--- src/rtl/butterfly_seq.sv ---
// Sequencer for the shared 4-way butterfly of a radix-2 FFT: operand fetch,
// four compute slots, and a valid/ready write-back for every stage/pass.
module butterfly_seq #(
   parameter int unsigned N_POINTS  = 32,
   parameter int unsigned LOG2N     = 5,
   parameter int unsigned TW_ADDR_W = 4,
   parameter int unsigned PASS_W    = 2
) (
   input  logic                 clk_50,
   input  logic                 rst_n,
   input  logic                 start,
   input  logic                 ld_ack,
   input  logic                 wb_ready,
   output logic [1:0]           sel,
   output logic                 en1,
   output logic                 en2,
   output logic                 en3,
   output logic                 en4,
   output logic                 ld_req,
   output logic [TW_ADDR_W-1:0] tw_addr1,
   output logic [TW_ADDR_W-1:0] tw_addr2,
   output logic [TW_ADDR_W-1:0] tw_addr3,
   output logic [TW_ADDR_W-1:0] tw_addr4,
   output logic [2:0]           stage,
   output logic [PASS_W-1:0]    pass,
   output logic                 wb_valid,
   output logic                 busy,
   output logic                 done
);

   localparam logic [2:0] S_IDLE   = 3'd0;
   localparam logic [2:0] S_LOAD   = 3'd1;
   localparam logic [2:0] S_CALC   = 3'd2;
   localparam logic [2:0] S_UNLOAD = 3'd3;
   localparam logic [2:0] S_DONE   = 3'd4;

   localparam logic [PASS_W-1:0] LAST_PASS  = PASS_W'(N_POINTS / 8 - 1);
   localparam logic [2:0]        LAST_STAGE = 3'(LOG2N - 1);

   logic [2:0]        state_q, state_d;
   logic [2:0]        stage_q, stage_d;
   logic [PASS_W-1:0] pass_q,  pass_d;
   logic [1:0]        slot_q,  slot_d;

   always_ff @(posedge clk_50 or posedge rst_n) begin
      if (rst_n) begin
         state_q <= S_IDLE;
         stage_q <= '0;
         pass_q  <= '0;
         slot_q  <= '0;
      end else begin
         state_q <= state_d;
         stage_q <= stage_d;
         pass_q  <= pass_d;
         slot_q  <= slot_d;
      end
   end

   always_comb begin
      state_d = state_q;
      stage_d = stage_q;
      pass_d  = pass_q;
      slot_d  = slot_q;
      case (state_q)
         S_IDLE: begin
            if (start) begin
               state_d = S_LOAD;
               stage_d = '0;
               pass_d  = '0;
            end
         end
         S_LOAD: begin
            if (ld_ack) begin
               state_d = S_CALC;
               slot_d  = '0;
            end
         end
         S_CALC: begin
            slot_d = slot_q + 2'd1;
            if (slot_q == 2'd3) state_d = S_UNLOAD;
         end
         S_UNLOAD: begin
            if (wb_ready) begin
               if (stage_q == LAST_STAGE && pass_q == LAST_PASS) begin
                  state_d = S_DONE;
               end else begin
                  // pass count is a power of two, so it wraps to 0 by itself
                  pass_d  = pass_q + 1'b1;
                  if (pass_q == LAST_PASS) stage_d = stage_q + 3'd1;
                  state_d = S_LOAD;
               end
            end
         end
         S_DONE:  state_d = S_IDLE;
         default: state_d = S_IDLE;
      endcase
   end

   // Twiddle index: (b mod 2^stage) << (LOG2N-1-stage), b = 4*pass + slot
   function automatic logic [TW_ADDR_W-1:0] tw_calc(input logic [2:0]        stg,
                                                    input logic [PASS_W-1:0] ps,
                                                    input logic [1:0]        j);
      logic [31:0] b;
      logic [31:0] m;
      b = 32'({ps, j});
      m = b & ((32'd1 << stg) - 32'd1);
      m = m << (32'(LOG2N - 1) - 32'(stg));
      return m[TW_ADDR_W-1:0];
   endfunction

   always_comb begin
      sel      = (state_q == S_CALC) ? slot_q : '0;
      en1      = (state_q == S_CALC) && (slot_q == 2'd0);
      en2      = (state_q == S_CALC) && (slot_q == 2'd1);
      en3      = (state_q == S_CALC) && (slot_q == 2'd2);
      en4      = (state_q == S_CALC) && (slot_q == 2'd3);
      ld_req   = (state_q == S_LOAD);
      wb_valid = (state_q == S_UNLOAD);
      busy     = (state_q != S_IDLE);
      done     = (state_q == S_DONE);
      stage    = stage_q;
      pass     = pass_q;
      tw_addr1 = tw_calc(stage_q, pass_q, 2'd0);
      tw_addr2 = tw_calc(stage_q, pass_q, 2'd1);
      tw_addr3 = tw_calc(stage_q, pass_q, 2'd2);
      tw_addr4 = tw_calc(stage_q, pass_q, 2'd3);
   end

endmodule

--- config.mk ---
export PLATFORM = sky130hd
export DESIGN_NAME = butterfly_seq
export DESIGN_NICKNAME = d
export VERILOG_FILES = /design/src/rtl/butterfly_seq.sv
export SDC_FILE = /design/constraint.sdc
export NUM_CORES = 1
export LEC_CHECK = 0
export BUFFER_PORTS_ARGS = -buffer_cell sky130_fd_sc_hd__buf_2
export CAP_MARGIN = 0
export CELL_PAD_IN_SITES_DETAIL_PLACEMENT = 1
export CELL_PAD_IN_SITES_GLOBAL_PLACEMENT = 1
export CORE_ASPECT_RATIO = 1.2
export CORE_MARGIN = 2
export CORE_UTILIZATION = 39
export CTS_CLUSTER_DIAMETER = 50
export DETAILED_ROUTE_END_ITERATION = 8
export GPL_ROUTABILITY_DRIVEN = 0
export HOLD_SLACK_MARGIN = 0.1
export PLACE_DENSITY = 0.84
export REMOVE_ABC_BUFFERS = 1
export SLEW_MARGIN = 15
export SYNTH_ARGS = -nofsm -noshare
export SYNTH_HDL_FRONTEND = slang
export SYNTH_SLANG_ARGS = --single-unit
--- constraint.sdc ---
create_clock -name clk_50 -period 3.4 [get_ports clk_50]
set_clock_uncertainty 0.15 [all_clocks]
set_input_delay 0.34 -clock clk_50 [delete_from_list [all_inputs] [get_ports clk_50]]
set_output_delay 0.34 -clock clk_50 [all_outputs]
set_load 0.05 [all_outputs]
# After elaboration in Yosys (flattened, before gate mapping)
# Cells that the tools add are included.
[totals]
regBits = 10
inputBits = 5
wordCells = 65
[op_classes]
add_sub_neg = 5
eq_ne = 15
shifts = 5
muxes = 18
n_bitwise = 4
reduce_logical = 14
[op_table]
columns = ["op", "n"]
rows = [
  ["bitwise AND 4 x 32 -> 32 bit", 4],
  ["<< shifter 32 x 32 -> 4 bit", 4],
  ["<< shifter 1 x 3 -> 32 bit (first input constant)", 1],
  ["subtractor 32 x 1 -> 32 bit (second input constant)", 1],
  ["two-way mux 3 bit", 9],
  ["case mux 3 bit (4 select lines)", 1],
  ["two-way mux 2 bit", 5],
  ["inequality test 2 bit (second input constant)", 4],
  ["case mux 2 bit (2 select lines)", 2],
  ["AND reduction 4 bit", 2],
  ["== test 2 bit (second input constant)", 3],
  ["== test 3 x 2 -> 1 bit (second input constant)", 2],
  ["== test 3 bit (second input constant)", 2],
  ["case mux 3 bit (2 select lines)", 1],
  ["logical AND 1 bit", 5],
  ["AND reduction 5 bit", 1],
  ["adder 2 x 1 -> 2 bit (second input constant)", 2],
  ["inequality test 2 x 1 -> 1 bit (second input constant)", 2],
  ["nonzero test 2 bit", 2],
  ["subtractor 3 x 3 -> 4 bit (first input constant)", 1],
  ["adder 3 x 1 -> 3 bit (second input constant)", 1],
  ["== test 3 x 1 -> 1 bit (second input constant)", 1],
  ["zero test 3 bit", 1],
  ["nonzero test 3 bit", 1],
  ["other kinds (3)", 3],
]

# Depth between registers and ports, before layout
# Gate-level depths: netlist of the first run.
[depth]
word_depth = 5
depth_mapped = 8

# Least setup slack after synthesis of the first run
# Ideal clock, no wire load.
[synth_path]
path_type = "register to output"
start = "reg stage_q[0] (netlist: stage[0])"
end = "out tw_addr2[3]"
arrival_ns = 3.290
path_slack_ns = -0.380
stages_incl_launch_ff = 8
path_buffers = 0
cell_sequence = "dfrtp_1 > inv_1 > ha_1 > ha_1 > or3_1 > a21oi_2 > nor4_4 > a211oi_1"
[synth_between]
elab_chain_len = 4
word_cells_on_any_way = 5
[synth_lines]
columns = ["item", "line", "text"]
rows = [
  ["start, declared", "41", "logic [2:0] stage_q, stage_d;"],
  ["start signal, assigned", "53", "stage_q <= stage_d;"],
  ["<< shifter 1 x 3 -> 32 bit", "106", "m = b & ((32'd1 << stg) - 32'd1);"],
  ["subtractor 32 x 1 -> 32 bit", "106", ""],
  ["bitwise AND 4 x 32 -> 32 bit", "106", ""],
  ["<< shifter 32 x 32 -> 4 bit *", "107", "m = m << (32'(LOG2N - 1) - 32'(stg));"],
  ["end, declared", "21", "output logic [TW_ADDR_W-1:0] tw_addr2,"],
]
# Every way passes the cells marked *; elsewhere a longest branch is shown, timed or not.

# Worst setup path in the final report of the first run
# Ends and elaborated chain as after synthesis.

==> results.sh, run 1 <==
export IMPL_hold_class="in -> reg"
export IMPL_synth_edf_count=0
export IMPL_drv_slew=0
export IMPL_layout_drive_gt1_share=0.2919
export IMPL_critPathTopFamily="adder cells"
export IMPL_clkLatencyLatePin_ns=0.27
export IMPL_rows=21
export IMPL_syn_inst=132
export IMPL_yosys_warnings=0
export IMPL_synth_distinct_cells=43
export IMPL_clock_root_buffer="clkbuf_4"
export IMPL_via_count=1062
export IMPL_dp_hpwl_um=2342
export IMPL_totalWireLength_um=2904
export IMPL_p_sw_frac=0.5670
export IMPL_required_ns=2.91
export IMPL_io_pin_count=36
export IMPL_p_sw_uw=484.0
export IMPL_async_flop_share=1.000
export IMPL_power_frac_clock=0.130
export IMPL_dieHeight_um=61.98
export IMPL_power_uw=853.6
export IMPL_cp_end_kind="output pin"
export IMPL_status="finished clean"
export IMPL_cts_sinks=10
export IMPL_ys_top_cells_by_count="ha_1 (12), inv_1 (12), nand2_1 (12)"
export IMPL_start_kind="register"
export IMPL_wire_per_inst_um=14.89
export IMPL_syn_area_um2=1092
export IMPL_fin_tns_setup_ns=0
export IMPL_worstSetupPathType="reg -> out"
export IMPL_grt_pass1_wl_um=4954
export IMPL_worstMarginPinSlew_ns=0.5242
export IMPL_drtIter0Drc=18
export IMPL_p_seq_frac=0.260
export IMPL_ys_seq_area_frac=0.2291
export IMPL_track_usage=0.1982
export IMPL_synthTopCellsByArea="dfrtp_1 (23%), ha_1 (14%), inv_1 (4.1%), nand2_1 (4.1%), nor4_4 (3.9%)"
export IMPL_grt_pass1_vias=1060
export IMPL_crit_path_top_delay_cell="dfrtp_2"
export IMPL_grt_setup_unrepaired="false"
export IMPL_coreArea_um2=2733
export IMPL_hold_viol=0
export IMPL_antenna_found_initial=0
export IMPL_syn_to_final_growth_pct=17.07
export IMPL_chipWidth_um=52.31
export IMPL_drc_errors=0
export IMPL_utilization=0.4679
export IMPL_slowest_delay_ns=0.46
export IMPL_cts_buffer_depth=2
export IMPL_cts_tree="yes"
export IMPL_synthFlopType="dfrtp_1"
export IMPL_start_util=0.3997
export IMPL_synth_top_area_share=0.2291
export IMPL_path_cells="inv_1, ha_1, ha_2, or3_1, a21oi_2, nor4_4, a211oi_1, buf_2"
export IMPL_max_freq_mhz=323.5
export IMPL_die_area_um2=3242
export IMPL_clk_pin_slew_ns=0.07
export IMPL_ys_ff_latch=10
export IMPL_yosys_area_top_type="dfrtp_1"
export IMPL_irDropWorstVdd_v=0.0005200
export IMPL_critPathMaxFanout=14
export IMPL_grt_remaining_overflow=0
export IMPL_numCtsBuffers=3
export IMPL_setup_violations=0
export IMPL_first_pass_iters=2
export IMPL_p_per_area_nw_per_um2=667.5
export IMPL_p_leak_nw=0.5909
export IMPL_finalCriticalPeriod_ns=3.091
export IMPL_crit_arrival_ns=2.60
export IMPL_antenna_left=0
export IMPL_vias_per_cell=5.446
export IMPL_htreeDepth=1
export IMPL_power_frac_comb=0.610
export IMPL_final_nets=179
export IMPL_num_antenna_cells=0
export IMPL_cap_violations=0
export IMPL_cp_buffers_inverters=2
export IMPL_postSynthAreaPerCell_um2=8.275
export IMPL_port_buffers=32
export IMPL_intPower_uw=369.6
export IMPL_relSlewSlack=0.6479
export IMPL_finalCritPeriodShare=0.9092
export IMPL_grt_start_max_net_pins=16
-- worst min-delay path, cell delays in order --
cell and delay [ns]:
buf_2 0.10, nand2_1 0.06, nand2_1 0.06, a21oi_1 0.06
-- layout by cell type, fill, tap and decap left out, drive strengths merged, types with 2 or more instances in the layout --
master and instances:
nand2 12, a22o 2, ha 12, and2 4, nand3b 2, a211oi 4
buf 32, nand3 2, nor3b 2, conb 3, a31oi 2, inv 12
or3 5, o22ai 2, nor3 3, a21o 2, dfrtp 10, nor2 10
a21oi 9, clkbuf 4, o21ai 3, nor4 6, nand2b 3
-- logic make-up (layout without fill, tap and decap cells) --
family,Yosys count,in the layout,share of synthesized area
buffers and inverters,22,49,0.1088
and+or+nand+nor,53,53,0.2841
adders and majority gates,12,12,0.1375
DFF,10,10,0.2291
xor gates and xnor gates,1,1,0.008020
AOI/OAI and AO/OA,31,31,0.2096
muxes,2,2,0.01947
other,1,3,0.003433
-- registers in the layout (all words and copies together) (netlist names) --
register / count
pass: 2
slot_q: 2
stage: 3
state_q: 3
-- power groups by stage --
stage | clock [mW] | combinational [mW] | sequential, mW
2_1_floorplan | 0 | 0.372 | 0.243
3_3_place_gp | 0 | 0.494 | 0.220
3_5_place_dp | 0 | 0.517 | 0.226
4_1_cts | 0.111 | 0.525 | 0.223
5_1_grt | 0.117 | 0.576 | 0.233
6_report | 0.111 | 0.521 | 0.222
-- area by class of cell --
cell class / instances / area (um2)
fill: 362 / 1454
multi-input combinational: 102 / 733.2
sequential: 10 / 251.5
timing repair buffer: 33 / 170.2
inverter: 12 / 45.04
tap: 34 / 42.54
clock buffer: 4 / 36.28
-- path summary, 6_finish.rpt --
kind	slack (ns)	endpoint	start	cells after the start
min in group asynchronous	0.45	state_q[0]$_DFFE_PP0P_	rst_n	3
min reg2reg	0.43	pass[0]$_DFFE_PP0P_	pass[0]$_DFFE_PP0P_	1
max in group asynchronous	2.35	stage[0]$_DFFE_PP0P_	rst_n	3
max reg2reg	1.29	stage[0]$_DFFE_PP0P_	stage[0]$_DFFE_PP0P_	6
max	0.31	tw_addr2[3]	stage[0]$_DFFE_PP0P_	8
min	0.23	state_q[1]$_DFFE_PP0P_	wb_ready	4
-- routing by layer --
layer  GRT usage  vias to the layer above  wire [um]
li1            -                      518          -
met1      0.2097                      509       1063
met2      0.4089                       31       1672
met3     0.01914                        4        126
met4     0.05495                        0         42
met5           0                        -          0
-- what timing repair did --
| item | CTS | global route |
|---|---|---|
| endpoints found under the setup margin | 0 | 5 |
| buffers inserted | 0 | 0 |
| endpoints found under the hold margin | 10 | 0 |
| resized for setup | 0 | 2 |
| hold buffers | 1 | 0 |
-- per-stage QoR --
| stage | hold slack, ns | setup slack (ns) | cells | area [um2] |
|---|---|---|---|---|
| CTS | 0.2324 | 0.05728 | 195 | 1275 |
| detailed placement | 0.1904 | 0.3579 | 190 | 1229 |
| global placement | 0.1879 | 0.4969 | 190 | 1229 |
| global route | 0.2740 | 0.1415 | 195 | 1279 |
| finish | 0.2348 | 0.3086 | 195 | 1279 |
| floorplan | 0.03018 | -0.8078 | 124 | 1026 |
Power figures use the tool's default switching activity.
==> inputs of run 2 (changes only) <==
ABC_AREA = 1   (was unset)
CAP_MARGIN = 10   (was 0)
CORE_UTILIZATION = 37   (was 39)
SLEW_MARGIN = unset   (was 15)
==> results.sh, run 2 <==
export IMPL_status="finished clean"
export IMPL_synth_edf_count=0
export IMPL_ys_ff_latch=10
export IMPL_start_kind="register"
export IMPL_grt_pass1_wl_um=4733
export IMPL_crit_path_top_delay_cell="dfrtp_1"
export IMPL_track_usage=0.1812
export IMPL_start_util=0.3873
export IMPL_grt_pass1_vias=1118
export IMPL_drv_slew=0
export IMPL_ys_seq_area_frac=0.2342
export IMPL_numCtsBuffers=3
export IMPL_max_freq_mhz=351.7
export IMPL_chipWidth_um=53.06
export IMPL_postSynthAreaPerCell_um2=6.763
export IMPL_hold_class="in -> reg"
export IMPL_post_cts_buffers=0
export IMPL_clkLatencyLatePin_ns=0.27
export IMPL_cts_tree="yes"
export IMPL_dieHeight_um=62.87
export IMPL_finalCriticalPeriod_ns=2.843
export IMPL_rows=21
export IMPL_instances_no_fill=226
export IMPL_drtIter0Drc=16
export IMPL_antenna_found_initial=0
export IMPL_first_pass_iters=4
export IMPL_synth_top_area_share=0.2342
export IMPL_path_cells="inv_2, ha_1, ha_1, inv_1, nand3_1, nand2_1, nand3_1, nand3_1, nand2_1, inv_1, buf_2"
export IMPL_via_count=1078
export IMPL_placedInstanceArea_um2=1244
export IMPL_yosys_warnings=0
export IMPL_final_nets=210
export IMPL_htreeDepth=1
export IMPL_ys_top_cells_by_count="nand2_1 (32), inv_1 (23), nor2_1 (17)"
export IMPL_drc_errors=0
export IMPL_antenna_left=0
export IMPL_mostFrequentLayoutCells="nand2_1 (32), buf_2 (32), inv_1 (23), nor2_1 (17)"
export IMPL_synthFlopType="dfrtp_1"
export IMPL_die_area_um2=3335
export IMPL_slowest_delay_ns=0.56
export IMPL_vias_per_cell=4.770
export IMPL_totalWireLength_um=2734
export IMPL_fin_tns_setup_ns=0
export IMPL_critPathMostFrequentCell="nand3_1"
export IMPL_dp_hpwl_um=2326
export IMPL_yosys_area_top_type="dfrtp_1"
export IMPL_clk_pin_slew_ns=0.07
export IMPL_critPathTopFamily="flip-flops"
export IMPL_clock_root_buffer="clkbuf_4"
export IMPL_setup_violations=0
export IMPL_cap_violations=0
export IMPL_place_inst=221
export IMPL_coreArea_um2=2759
export IMPL_cts_resized_gates=0
export IMPL_port_buffers=32
export IMPL_cts_sinks=10
export IMPL_crit_arrival_ns=2.35
export IMPL_synthTopCellsByArea="dfrtp_1 (23%), ha_1 (14%), nand2_1 (11%), inv_1 (8.1%), nor2_1 (6.0%)"
export IMPL_cp_end_kind="output pin"
export IMPL_cts_buffer_depth=2
export IMPL_grt_start_max_net_pins=12
export IMPL_cp_buffers_inverters=4
export IMPL_syn_to_final_growth_pct=20.73
export IMPL_syn_area_um2=1069
export IMPL_required_ns=2.91
export IMPL_layout_drive_gt1_share=0.3021
export IMPL_hold_buffers=1
export IMPL_hold_viol=0
export IMPL_finalCritPeriodShare=0.8363
export IMPL_grt_remaining_overflow=0
export IMPL_grt_setup_unrepaired="false"
export IMPL_wire_per_inst_um=12.10
export IMPL_yosysMostFrequentCell="nand2_1"
export IMPL_async_flop_share=1.000
export IMPL_io_pin_count=36
export IMPL_syn_inst=158
export IMPL_critPathMaxFanout=11
export IMPL_synth_distinct_cells=27
export IMPL_worstSetupPathType="reg -> out"
export IMPL_num_antenna_cells=0
export IMPL_final_area_um2=1290
## run 2: cell count changes in the layout (fill, tap and decap cells not counted), moves of 3 or more
cell and delta:
nand2_1 +20, inv_1 +11, nand3_1 +10, nor2_1 +7
inv_2 +6, o21ai_1 +6, nand2_2 +5, or3_1 -5
and2_1 -4, nor4_1 -4, a211oi_1 -3, nand2b_1 -3
## run 2: layout make-up
| cell class | count | area, um2 |
|---|---|---|
| Clock buffer | 4 | 36.28 |
| Timing Repair Buffer | 33 | 170.2 |
| Sequential cell | 10 | 250.2 |
| Fill cell | 395 | 1469 |
| Tap cell | 34 | 42.54 |
| Inverter | 30 | 115.1 |
| Multi-Input combinational cell | 115 | 675.6 |
## run 2: routing by layer
layer,global-route usage,up-vias,wire length (um)
met1,0.2080,501,1122
met2,0.3406,21,1492
met3,0.02392,4,102
li1,-,552,-
met4,0.03846,0,17
met5,0,-,0
## run 2: path summary, 6_finish.rpt
check	from	end	slack [ns]	cells after the start
hold reg to reg	pass[0]$_DFFE_PP0P_	pass[0]$_DFFE_PP0P_	0.45	3
setup reg to reg	stage[0]$_DFFE_PP0P_	stage[0]$_DFFE_PP0P_	1.52	8
setup / recovery	stage[0]$_DFFE_PP0P_	tw_addr3[3]	0.56	11
min in group asynchronous	rst_n	stage[2]$_DFFE_PP0P_	0.45	3
max in group asynchronous	rst_n	state_q[1]$_DFFE_PP0P_	2.36	3
hold / removal	ld_ack	slot_q[0]$_DFFE_PP0P_	0.23	4
## run 2: through the flow
stage                     hold slack (ns)  setup WS (ns)    util
after detailed placement           0.2055         0.8514  0.4508
after global placement             0.1911         0.9514  0.4508
after CTS                          0.2327         0.5498  0.4676
after global routing               0.2853         0.3430  0.4676
final                              0.2295         0.5567  0.4676
after floorplan                   0.03018         0.1031       -
## run 2: cells by family (layout without fill, tap and decap cells)
family | Yosys count | in the layout | synth area share
DFF | 10 | 10 | 0.2342
and+or+nand+nor | 79 | 79 | 0.3689
other | 1 | 3 | 0.003510
buffers and inverters | 35 | 67 | 0.1405
adders and majority gates | 12 | 12 | 0.1405
AOI/OAI and AO/OA | 21 | 21 | 0.1124
## run 2: worst register-to-register path, stage by stage (launching register included)
cell      delay, ns
dfrtp_1        0.56
inv_2          0.11
ha_1           0.24
ha_1           0.20
nand2_1        0.11
a21oi_1        0.07
nand3b_4       0.19
nand2_1        0.08
o21ai_1        0.07
Power of run 2 is left out: the tool's default activity adds up to more than one toggle a clock period on the data nets, which glitch-free logic cannot reach.
==> inputs of run 3 (changes only) <==
ABC_AREA = 0   (was 1)
CORE_UTILIZATION = 36   (was 37)
PLACE_DENSITY = 0.78   (was 0.84)
clock period = 2.7 ns   (was 3.4 ns; I/O delays follow)
==> results.sh, run 3 (synthesis results as in run 1) <==
export IMPL_status="finished clean"
export IMPL_max_freq_mhz=381.1
export IMPL_numCtsBuffers=3
export IMPL_vias_per_cell=5.450
export IMPL_drtIter0Drc=25
export IMPL_crit_path_top_delay_cell="dfrtp_1"
export IMPL_cts_buffer_depth=2
export IMPL_hold_end="state_q[1]$_DFFE_PP0P_"
export IMPL_final_nets=187
export IMPL_hold_class="in -> reg"
export IMPL_worstHoldPathCells=4
export IMPL_finalCriticalPeriod_ns=2.624
export IMPL_grt_pass1_vias=1091
export IMPL_ff2ff_path_depth=6
export IMPL_antenna_found_initial=0
export IMPL_htreeDepth=1
export IMPL_drv_slew=0
export IMPL_antenna_left=0
export IMPL_rows=21
export IMPL_num_antenna_cells=0
export IMPL_cts_sinks=10
export IMPL_first_pass_iters=4
export IMPL_setup_violations=0
export IMPL_grt_pass1_wl_um=4678
export IMPL_finalCritPeriodShare=0.9720
export IMPL_grt_remaining_overflow=0
export IMPL_p_leak_nw=0.6368
export IMPL_io_pin_count=36
export IMPL_wire_per_inst_um=15.10
export IMPL_cp_end_kind="output pin"
export IMPL_mostFrequentLayoutCells="buf_2 (27), nand2_1 (12), inv_1 (12), nor2_1 (10), dfrtp_1 (10)"
export IMPL_whs_ns=0.1830
export IMPL_clock_root_buffer="clkbuf_4"
export IMPL_grt_start_max_net_pins=16
export IMPL_cts_tree="yes"
export IMPL_place_ws_ns=0.2139
export IMPL_rrSetupSlack_ns=0.83
export IMPL_port_buffers=32
export IMPL_layout_drive_gt1_share=0.3631
export IMPL_critPathMostFrequentCell="buf_4"
export IMPL_totalWireLength_um=3050
export IMPL_drc_errors=0
export IMPL_final_common_cell="buf_2"
export IMPL_path_cells="inv_1, buf_4, ha_2, o21ba_4, o2111a_2, nor4_4, nor2_1, buf_4"
export IMPL_relSlewSlack=0.6414
export IMPL_worstMarginPinSlew_ns=0.5338
export IMPL_start_util=0.3849
export IMPL_dp_hpwl_um=2354
export IMPL_die_area_um2=3493
export IMPL_clkLatencyLatePin_ns=0.25
export IMPL_cp_buffers_inverters=3
export IMPL_r2r_start="stage[0]$_DFFE_PP0P_"
export IMPL_critPathTopFamily="compound AO/OA/AOI/OAI gates"
export IMPL_worstSetupPathType="reg -> out"
export IMPL_critPathMaxFanout=6
export IMPL_dieHeight_um=64.34
export IMPL_p_per_area_nw_per_um2=754.0
export IMPL_track_usage=0.1739
export IMPL_min_from="wb_ready"
export IMPL_cap_violations=0
export IMPL_clk_pin_slew_ns=0.06
export IMPL_slowest_delay_ns=0.37
export IMPL_worst_slack_ns=0.07572
export IMPL_start_kind="register"
export IMPL_rr_endpoint="stage[0]$_DFFE_PP0P_"
export IMPL_hold_viol=0
export IMPL_syn_to_final_growth_pct=29.90
export IMPL_via_count=1101
export IMPL_irDropWorstVdd_v=0.0005321
export IMPL_crit_arrival_ns=2.20
export IMPL_required_ns=2.28
export IMPL_chipWidth_um=54.29
export IMPL_coreArea_um2=2838
## run 3: changes by cell type in the layout (fill, tap and decap cells not counted), sizes merged, moves of 3 or more
cell,before,now
a211oi,0,4
and2,0,4
buf,32,38
inv,30,12
nand2,39,12
nand2b,0,3
nand3,13,2
nor2,19,10
nor4,0,6
o21ai,12,3
or2,3,0
or3,0,5
## run 3: power by group
part / total, mW / internal (mW) / leakage [nW] / switching [mW]
clock: 0.0983 / 0.0513 / 0.0138 / 0.0470
combinational: 0.695 / 0.219 / 0.493 / 0.476
sequential: 0.276 / 0.194 / 0.130 / 0.0820
## run 3: layout make-up
cell class	instances	area, um2
fillers	365	1419
multi-input cells	102	797.0
repair buffers	41	261.5
flip-flops and latches	10	250.2
inverters	12	45.04
clock buffers	3	22.52
well taps	34	42.54
## run 3: worst max-delay path by stage
stage / startpoint / to / slack [ns] / cells after the start
3_3_place_gp: stage[0]$_DFFE_PP0P_ / tw_addr2[3] / 0.27 / 8
6_report: stage[0]$_DFFE_PP0P_ / tw_addr4[3] / 0.08 / 8
3_5_place_dp: stage[0]$_DFFE_PP0P_ / tw_addr2[3] / 0.21 / 8
2_1_floorplan: stage[0]$_DFFE_PP0P_ / tw_addr2[0] / -1.44 / 5
4_1_cts: stage[0]$_DFFE_PP0P_ / tw_addr2[3] / -0.02 / 8
5_1_grt: stage[1]$_DFFE_PP0P_ / tw_addr3[3] / -0.02 / 9
## run 3: timing repair
item	in CTS	in global routing
pin swaps	0	5
cloned	0	0
setup buffers	0	3
resized for setup	2	22
hold endpoints to repair	10	0
hold buffers	1	0
setup endpoints to repair	3	10
## run 3: stage by stage
stage | instance area (um2) | util | setup TNS (ns) | power (mW) | cells
floorplan | 1026 | - | -9.566 | 0.7749 | 124
global route | 1419 | 0.5000 | -0.01958 | 1.154 | 202
CTS | 1304 | 0.4594 | -0.03970 | 1.047 | 199
finish | 1419 | 0.5000 | 0 | 1.070 | 202
detailed placement | 1266 | 0.4462 | 0 | 0.9438 | 195
global placement | 1266 | 0.4462 | 0 | 0.9112 | 195
## run 3: routing by layer
| layer | wire [um] | vias up | global-route usage |
|---|---|---|---|
| met5 | 0 | - | 0 |
| met4 | 32 | 0 | 0.03438 |
| met3 | 98 | 2 | 0.02336 |
| met2 | 1756 | 30 | 0.3599 |
| met1 | 1162 | 535 | 0.1664 |
| li1 | - | 534 | - |
## run 3: tightest hold or removal path: stages
cell and delay [ns]:
buf_2 0.10, nand2_1 0.06, nand2_1 0.06, a21oi_1 0.06
